===== src/rtl/dmem_ctrl_if.sv =====
// CPU-side load/store request bus plus the byte-serial Dmemory control bus.
// slave = controller view, master = CPU/memory (testbench) view.
interface dmem_ctrl_if;
    logic        req;
    logic [2:0]  op;
    logic [31:0] addr;
    logic [31:0] wdata;
    logic        stall;
    logic        done;
    logic [31:0] rdata;
    logic        fault;
    logic [1:0]  fault_cause;
    logic        mem_start;
    logic        mem_wea;
    logic [2:0]  mem_rol;
    logic [31:0] mem_addr;
    logic [31:0] mem_wdata;
    logic        mem_busy;
    logic [31:0] mem_rdata;

    modport slave (
        input  req, op, addr, wdata, mem_busy, mem_rdata,
        output stall, done, rdata, fault, fault_cause,
               mem_start, mem_wea, mem_rol, mem_addr, mem_wdata
    );

    modport master (
        output req, op, addr, wdata, mem_busy, mem_rdata,
        input  stall, done, rdata, fault, fault_cause,
               mem_start, mem_wea, mem_rol, mem_addr, mem_wdata
    );
endinterface


===== src/rtl/dmem_ctrl.sv =====
// Load/store sequencer: checks alignment/range, drives Dmemory, stalls the CPU until busy drops.
// Latency: ISSUE + >=2 WAIT cycles + DONE; faults finish in one cycle; watchdog aborts after TIMEOUT WAIT cycles.
module dmem_ctrl #(
    parameter int ADDR_BITS = 11,
    parameter int TIMEOUT   = 64
) (
    input  logic         clk,
    input  logic         rst,
    dmem_ctrl_if.slave   bus
);
    localparam int CNT_W = $clog2(TIMEOUT + 1);

    localparam logic [2:0] OP_LB  = 3'b000;
    localparam logic [2:0] OP_LH  = 3'b001;
    localparam logic [2:0] OP_LW  = 3'b010;
    localparam logic [2:0] OP_SW  = 3'b011;
    localparam logic [2:0] OP_LBU = 3'b100;
    localparam logic [2:0] OP_LHU = 3'b101;
    localparam logic [2:0] OP_SB  = 3'b110;
    localparam logic [2:0] OP_SH  = 3'b111;

    typedef enum logic [2:0] {S_IDLE, S_ISSUE, S_WAIT, S_DONE, S_ERR} state_t;

    state_t             state_q, state_d;
    logic [2:0]         op_q, op_d;
    logic [31:0]        addr_q, addr_d;
    logic [31:0]        wdata_q, wdata_d;
    logic [CNT_W-1:0]   cnt_q, cnt_d;
    logic [31:0]        rdata_q, rdata_d;
    logic [1:0]         cause_q, cause_d;

    logic               in_half, in_word, misalign, out_of_range, active;
    logic [2:0]         rol;
    logic [31:0]        load_ext;

    function automatic logic [31:0] extend(input logic [2:0] op, input logic [31:0] d);
        case (op)
            OP_LB:   extend = {{24{d[7]}}, d[7:0]};
            OP_LBU:  extend = {24'h0, d[7:0]};
            OP_LH:   extend = {{16{d[15]}}, d[15:0]};
            OP_LHU:  extend = {16'h0, d[15:0]};
            OP_LW:   extend = d;
            default: extend = 32'h0;
        endcase
    endfunction

    // Checks run on the incoming request, which is what gets latched on acceptance.
    assign in_half      = (bus.op == OP_LH) || (bus.op == OP_LHU) || (bus.op == OP_SH);
    assign in_word      = (bus.op == OP_LW) || (bus.op == OP_SW);
    assign misalign     = (in_half && bus.addr[0]) || (in_word && (bus.addr[1:0] != 2'b00));
    assign out_of_range = (bus.addr >> ADDR_BITS) != 32'h0;
    assign load_ext     = extend(op_q, bus.mem_rdata);

    always_comb begin
        case (op_q)
            OP_LH, OP_LHU, OP_SH: rol = 3'd2;
            OP_LW, OP_SW:         rol = 3'd4;
            default:              rol = 3'd1;
        endcase
    end

    always_comb begin
        state_d = state_q;
        op_d    = op_q;
        addr_d  = addr_q;
        wdata_d = wdata_q;
        cnt_d   = cnt_q;
        rdata_d = rdata_q;
        cause_d = cause_q;
        case (state_q)
            S_IDLE: begin
                if (bus.req) begin
                    op_d    = bus.op;
                    addr_d  = bus.addr;
                    wdata_d = bus.wdata;
                    if (misalign) begin
                        cause_d = 2'b01;
                        rdata_d = 32'h0;
                        state_d = S_ERR;
                    end else if (out_of_range) begin
                        cause_d = 2'b10;
                        rdata_d = 32'h0;
                        state_d = S_ERR;
                    end else begin
                        cause_d = 2'b00;
                        state_d = S_ISSUE;
                    end
                end
            end
            S_ISSUE: begin
                cnt_d   = '0;
                state_d = S_WAIT;
            end
            S_WAIT: begin
                cnt_d = cnt_q + CNT_W'(1);
                // First WAIT cycle ignores busy: Dmemory may raise it a cycle late.
                if ((cnt_q != '0) && !bus.mem_busy) begin
                    rdata_d = load_ext;
                    state_d = S_DONE;
                end else if (cnt_q == CNT_W'(TIMEOUT - 1)) begin
                    cause_d = 2'b11;
                    rdata_d = 32'h0;
                    state_d = S_ERR;
                end
            end
            S_DONE:  state_d = S_IDLE;
            S_ERR:   state_d = S_IDLE;
            default: state_d = S_IDLE;
        endcase
    end

    always_ff @(posedge clk or posedge rst) begin
        if (rst) begin
            state_q <= S_IDLE;
            op_q    <= 3'b000;
            addr_q  <= 32'h0;
            wdata_q <= 32'h0;
            cnt_q   <= '0;
            rdata_q <= 32'h0;
            cause_q <= 2'b00;
        end else begin
            state_q <= state_d;
            op_q    <= op_d;
            addr_q  <= addr_d;
            wdata_q <= wdata_d;
            cnt_q   <= cnt_d;
            rdata_q <= rdata_d;
            cause_q <= cause_d;
        end
    end

    assign active          = (state_q == S_ISSUE) || (state_q == S_WAIT);
    assign bus.mem_start   = (state_q == S_ISSUE);
    assign bus.mem_wea     = active && ((op_q == OP_SB) || (op_q == OP_SH) || (op_q == OP_SW));
    assign bus.mem_rol     = active ? rol : 3'd0;
    assign bus.mem_addr    = active ? addr_q : 32'h0;
    assign bus.mem_wdata   = active ? wdata_q : 32'h0;
    assign bus.stall       = bus.req && (state_q != S_DONE) && (state_q != S_ERR);
    assign bus.done        = (state_q == S_DONE) || (state_q == S_ERR);
    assign bus.fault       = (state_q == S_ERR);
    assign bus.fault_cause = cause_q;
    assign bus.rdata       = rdata_q;
endmodule


===== src/flat_wrapper.sv =====
// flat-port wrapper written by rule: the top's interface ports become plain ports
module dmem_ctrl_flat 
#(
    parameter int ADDR_BITS = 11,
    parameter int TIMEOUT   = 64
)
  (clk, rst, bus_req, bus_op, bus_addr, bus_wdata, bus_mem_busy, bus_mem_rdata, bus_stall, bus_done, bus_rdata, bus_fault, bus_fault_cause, bus_mem_start, bus_mem_wea, bus_mem_rol, bus_mem_addr, bus_mem_wdata);
  dmem_ctrl_if bus_i ();
  input  logic clk;
  input  logic rst;
  input wire logic [$bits(bus_i.req)-1:0] bus_req;
  input wire logic [$bits(bus_i.op)-1:0] bus_op;
  input wire logic [$bits(bus_i.addr)-1:0] bus_addr;
  input wire logic [$bits(bus_i.wdata)-1:0] bus_wdata;
  input wire logic [$bits(bus_i.mem_busy)-1:0] bus_mem_busy;
  input wire logic [$bits(bus_i.mem_rdata)-1:0] bus_mem_rdata;
  output wire logic [$bits(bus_i.stall)-1:0] bus_stall;
  output wire logic [$bits(bus_i.done)-1:0] bus_done;
  output wire logic [$bits(bus_i.rdata)-1:0] bus_rdata;
  output wire logic [$bits(bus_i.fault)-1:0] bus_fault;
  output wire logic [$bits(bus_i.fault_cause)-1:0] bus_fault_cause;
  output wire logic [$bits(bus_i.mem_start)-1:0] bus_mem_start;
  output wire logic [$bits(bus_i.mem_wea)-1:0] bus_mem_wea;
  output wire logic [$bits(bus_i.mem_rol)-1:0] bus_mem_rol;
  output wire logic [$bits(bus_i.mem_addr)-1:0] bus_mem_addr;
  output wire logic [$bits(bus_i.mem_wdata)-1:0] bus_mem_wdata;
  assign bus_i.req = bus_req;
  assign bus_i.op = bus_op;
  assign bus_i.addr = bus_addr;
  assign bus_i.wdata = bus_wdata;
  assign bus_i.mem_busy = bus_mem_busy;
  assign bus_i.mem_rdata = bus_mem_rdata;
  assign bus_stall = bus_i.stall;
  assign bus_done = bus_i.done;
  assign bus_rdata = bus_i.rdata;
  assign bus_fault = bus_i.fault;
  assign bus_fault_cause = bus_i.fault_cause;
  assign bus_mem_start = bus_i.mem_start;
  assign bus_mem_wea = bus_i.mem_wea;
  assign bus_mem_rol = bus_i.mem_rol;
  assign bus_mem_addr = bus_i.mem_addr;
  assign bus_mem_wdata = bus_i.mem_wdata;
  dmem_ctrl #(.ADDR_BITS(ADDR_BITS), .TIMEOUT(TIMEOUT)) u_core (.clk(clk), .rst(rst), .bus(bus_i));
endmodule

===== config.mk =====
export PLATFORM = sky130hd
export DESIGN_NAME = dmem_ctrl_flat
export DESIGN_NICKNAME = d
export VERILOG_FILES = /design/src/rtl/dmem_ctrl_if.sv /design/src/rtl/dmem_ctrl.sv /design/src/flat_wrapper.sv
export SDC_FILE = /design/constraint.sdc
export NUM_CORES = 1
export LEC_CHECK = 0
export CAP_MARGIN = 20
export CORE_UTILIZATION = 41
export CTS_BUF_LIST = sky130_fd_sc_hd__clkbuf_16
export DETAILED_ROUTE_END_ITERATION = 8
export HOLD_SLACK_MARGIN = 0.08
export PLACE_DENSITY = 0.85
export RECOVER_POWER = 50
export SKIP_LAST_GASP = 1
export SLEW_MARGIN = 40
export SYNTH_ARGS = -nofsm -noshare
export SYNTH_HDL_FRONTEND = slang
export SYNTH_SLANG_ARGS = --single-unit

===== constraint.sdc =====
create_clock -name clk -period 4.1 [get_ports clk]
set_clock_uncertainty 0.2 [all_clocks]
set_input_delay 0.82 -clock clk [delete_from_list [all_inputs] [get_ports clk]]
set_output_delay 0.82 -clock clk [all_outputs]
set_load 0.02 [all_outputs]

# Word-level counts from Yosys, hierarchy flattened
# Cells that the tools add are included.
# word_totals
out_inout_bits	106
register_bits	111
wordCells	84
input_bits	103
# classes
n_reduce_logical	28
mux	24
eq_ne	24
addsub	1
# op_table
op	count
two-way mux 32 bit	7
case mux 32 bit (5 select lines)	1
case mux 32 bit (2 select lines)	1
nonzero test 32 bit	1
== test 3 bit (second input constant)	7
== test 3 x 2 -> 1 bit (second input constant)	6
two-way mux 3 bit	6
case mux 7 bit (2 select lines)	1
two-way mux 2 bit	5
== test 3 x 1 -> 1 bit (second input constant)	3
case mux 3 bit (3 select lines)	1
logical OR 1 bit	8
AND reduction 4 bit	2
adder 7 x 1 -> 7 bit (second input constant)	1
== test 7 x 6 -> 1 bit (second input constant)	1
nonzero test 7 bit	1
logical AND 1 bit	6
zero test 3 bit	2
!= test 3 x 1 -> 1 bit (second input constant)	2
case mux 3 bit (2 select lines)	1
nonzero test 2 bit	3
!= test 2 bit (second input constant)	2
case mux 2 bit (2 select lines)	1
AND reduction 2 bit	2
other kinds (6)	6

# Longest topological paths before layout
# logic_depth
ltp_word	8
ltp_mapped	8

# Least setup slack after synthesis
# OpenSTA, ideal clock, no wires.
# synth_path
kind	register to output
startpoint	reg u_core.state_q[1]
endpoint	out bus_mem_rol[0]
stages_incl_launch_ff	7
setup_slack_ps	905
arrival_ps	2175
cell_sequence	dfrtp_1 > buf_6 > nor3b_1 > nor2_1 > clkbuf_1 > buf_1 > nor3b_1
# synth_via
elab_chain_len	3
# synth_lines
item	line	text
start, declared	dmem_ctrl.sv:24	state_t state_q, state_d;
start signal, assigned	dmem_ctrl.sv:122	state_q <= state_d;
== test 3 x 1 -> 1 bit	n/a	
via bus_mem_start	flat_wrapper.sv:22	output wire logic [$bits(bus_i.mem_start)-1:0] bus_mem_start;
logical OR 1 bit	dmem_ctrl.sv:132	assign active = (state_q == S_ISSUE) || (state_q == S_WAIT);
two-way mux 3 bit	dmem_ctrl.sv:135	assign bus.mem_rol = active ? rol : 3'd0;
end, declared	flat_wrapper.sv:24	output wire logic [$bits(bus_i.mem_rol)-1:0] bus_mem_rol;
# The timed path passes the listed nets, and every way through them passes these cells.

# Final worst setup path
# layout_path
startpoint	reg u_core.state_q[1]
endpoint	out bus_mem_wdata[15]
# layout_via
elab_chain_len	3
# layout_lines
item	line	text
== test 3 x 1 -> 1 bit / == test 3 x 2 -> 1 bit (equally long branches)	dmem_ctrl.sv:132	
logical OR 1 bit *	dmem_ctrl.sv:132	
two-way mux 32 bit *	dmem_ctrl.sv:137	assign bus.mem_wdata = active ? wdata_q : 32'h0;
end, declared	flat_wrapper.sv:26	output wire logic [$bits(bus_i.mem_wdata)-1:0] bus_mem_wdata;
# Every way passes the cells marked *; elsewhere a longest branch is shown, timed or not.

==> impl_metrics.ini <==
[sta]
finalSetupViolations = 0
slew_viol_final = 123
period_share_pct = 94.24
hold_viol = 0
whs_ns = 0.3017
final_period_minus_worst_setup_slack_ns = 3.864
rsz0062_at_grt = no
clock.fmax_mhz = 258.8
remaining_max_slew_budget_at_the_tightest_pin_pct = -59.77
max_slew.worst_pin.slew_ns = 2.383
timing.setup.tns_ns = 0

[synth]
synth.area.top_cells = dfrtp_1 (47%), mux2_2 (13%), nor2b_1 (6.8%)
postSynth.topFlopCell = dfrtp_1
post_synth_most_frequent_cells = dfrtp_1 (111), mux2_2 (67), nor2b_1 (65), inv_1 (37), nand3_1 (35)
number_of_flops_mapped_to_enable_cells_by_yosys = 0
post_synth_instance_area_um2 = 5942
netlist.top_cell.by_area = dfrtp_1
ys_async_sr_fraction_pct = 100.0
postSynthCellCount = 554
yosysSeqAreaShare_pct = 46.75
yosysWarningCount = 0
postSynthNetCount = 659
post_synth.cell_area_avg_um2 = 10.73
synth_most_common_cell = dfrtp_1
synth_top_cell_area_share_pct = 46.75
yosys_register_bits = 111
synth.lib_cells_used.distinct = 44

[floorplanning]
floorplan.die.width_um = 122.4
core_area_um2 = 13990
die_area_um2 = 14980
io_pins = 209
number_of_rows_created_at_floorplan = 43
die_height_um = 122.4
initial_utilization_pct = 42.48

[place]
globalplace.congestion = 0.8095
port_buffers = 208
post_detail_place_hpwl_mm = 11.75
numPlacedInstances = 907

[clocking]
cts_buffers = 9
cts.root.buffer_cell = clkbuf_16
clkSinkCount = 111
cts.repair_timing.setup_buffer_count = 0
postCtsHoldBufs = 0
clock_latency_ns = 0.34
tritoncts = done
postCtsResizedCells = 0
buffers_from_clock_root_to_sink_at_most = 2
ctsHtreeMaxLevel = 3
path_clk_slew_ns = 0.07

[routing]
vias = 5056
drc = 0
final_routed_wirelength_mm = 16.37
routed_wire_length_per_instance_um = 17.71
antenna_violating_nets_post_route = 0
post_drt_via_cell_ratio = 5.472
detailed_route_iter0_violations = 434
firstDrtPassIters = 4

[critical_path]
critical_path_required_ns = 3.08
cpMaxStageDelayCell = clkdlybuf4s50_1
critical_path.startpoint_type = flip-flop
worstPathBufferInverterCount = 3
critPathMaxStageDelay_ns = 0.64
criticalPathCategory = reg2out
critical_path.endpoint_type = primary output
timing.critical_path.max_delay_family = buffers and inverters
critical_path_arrival_ns = 2.84
critical_path.max_fanout = 27
cp_cell_sequence = nor3b_2 -> nor2_4 -> buf_16 -> buf_4 -> nor2b_1 -> clkdlybuf4s50_1

[job]
max_cap_viol_count = 2

[grt]
track_usage_pct = 22.24
number_of_antenna_violations_at_the_first_check_in_global_routing = 0
first_global_vias = 5063
grt_overflow_total = 0
grt_start_max_net_pins = 69
wire_length_of_the_first_global_routing_pass_mm = 25.92

[pwr]
powerDensity_nw_per_um2 = 314.1
peakVddDrop_uv = 164.3
p_leak_nw = 3.371
power_total_w = 0.002661

[final_layout]
number_of_inserted_filler_cells_in_the_final_layout = 1113
stdcell_count = 924
areaGrowthSynthToFinish_pct = 42.56
insertedDiodeCount = 0
drive_above_1_share_pct = 18.55
design.final.nets = 844
utilization_pct = 60.55

[run_status]
run_status = finished with violations
violations = capacitance limit, slew limit

[min_path]
hold_path_class = reg2reg
## per-stage QoR
stage	area (um2)	worst slack [ns]
floorplan	5942	0.1493
detailed placement	8154	0.5655
finish	8471	0.2362
CTS	8476	0.2247
global route	8471	0.02956
global placement	8153	0.5741
## area by class of cell
class	instances	area, um2	area share [%]
Sequential cell	111	2778	32.79
Inverter	37	140.1	1.654
Clock buffer	9	225.2	2.659
Clock inverter	7	96.34	1.137
Timing Repair Buffer	222	2196	25.92
Multi-Input combinational cell	358	2810	33.18
Tap cell	180	225.2	2.659
## cells by family (layout without fill, tap and decap cells)
kind of cell,count (synthesis),after routing,synth area share [%]
simple gates,164,164,15.16
compound gates,113,113,16.68
flops,111,111,46.75
buf+inv,85,275,6.317
mux,77,77,14.38
fa+ha+maj,2,2,0.4211
xor+xnor,2,2,0.2949
## metal layers
metal  GRT usage, %  wire [um]  up-vias
li1               -          -     2343
met4          7.317        238        0
met5              0          0        -
met2          36.27       8015      206
met3          6.041       1316       18
met1          28.48       6797     2489
## path summary, 6_finish.rpt
check	from	to	slack, ns	depth (start not counted)
max in group asynchronous	rst	u_core.bus.rdata[11]$_DFFE_PP0P_	0.77	3
worst max-delay path	u_core.state_q[1]$_DFFE_PP0P_	bus_mem_wdata[15]	0.24	6
worst min register to register	u_core.wdata_q[19]$_DFFE_PP0P_	u_core.wdata_q[19]$_DFFE_PP0P_	0.30	1
worst min-delay path	u_core.wdata_q[19]$_DFFE_PP0P_	u_core.wdata_q[19]$_DFFE_PP0P_	0.30	1
worst max register to register	u_core.state_q[0]$_DFFE_PP0P_	u_core.wdata_q[12]$_DFFE_PP0P_	0.80	4
min in group asynchronous	rst	u_core.bus.rdata[6]$_DFFE_PP0P_	1.38	2
## where the power goes
group / switching [W] / internal, W / total, W
clock network: 0.000404 / 0.000538 / 0.000942
registers: 0.0000658 / 0.00121 / 0.00127
logic: 0.000184 / 0.000262 / 0.000446
total: 0.000654 / 0.00201 / 0.00266
## worst reg2reg max path, stage by stage (launching register included)
cell      delay, ns
dfrtp_1        0.48
or3_1          0.43
nor2_1         0.28
clkbuf_2       1.26
mux2_2         0.53
## state kept, by name, summed over array words and instances (netlist names)
name,flops
u_core.addr_q,32
u_core.bus.fault_cause,2
u_core.bus.rdata,32
u_core.cnt_q,7
u_core.op_q,3
u_core.state_q,3
u_core.wdata_q,32
## layout by cell type (no fill, tap or decap), drive strengths merged, types with 8 or more instances in the layout
master / synthesis / layout
clkbuf: 25 / 13
buf: 23 / 10
o21ai: 25 / 25
nor2b: 65 / 65
nor2: 12 / 12
mux2i: 10 / 10
mux2: 67 / 67
dlygate4sd3: 0 / 31
nand2: 27 / 27
dfrtp: 111 / 111
nand3: 35 / 35
o2bb2ai: 8 / 8
a32oi: 32 / 32
o211ai: 32 / 32
clkdlybuf4s50: 0 / 177
inv: 37 / 37
Note: power is estimated with default switching activity, not from simulation.
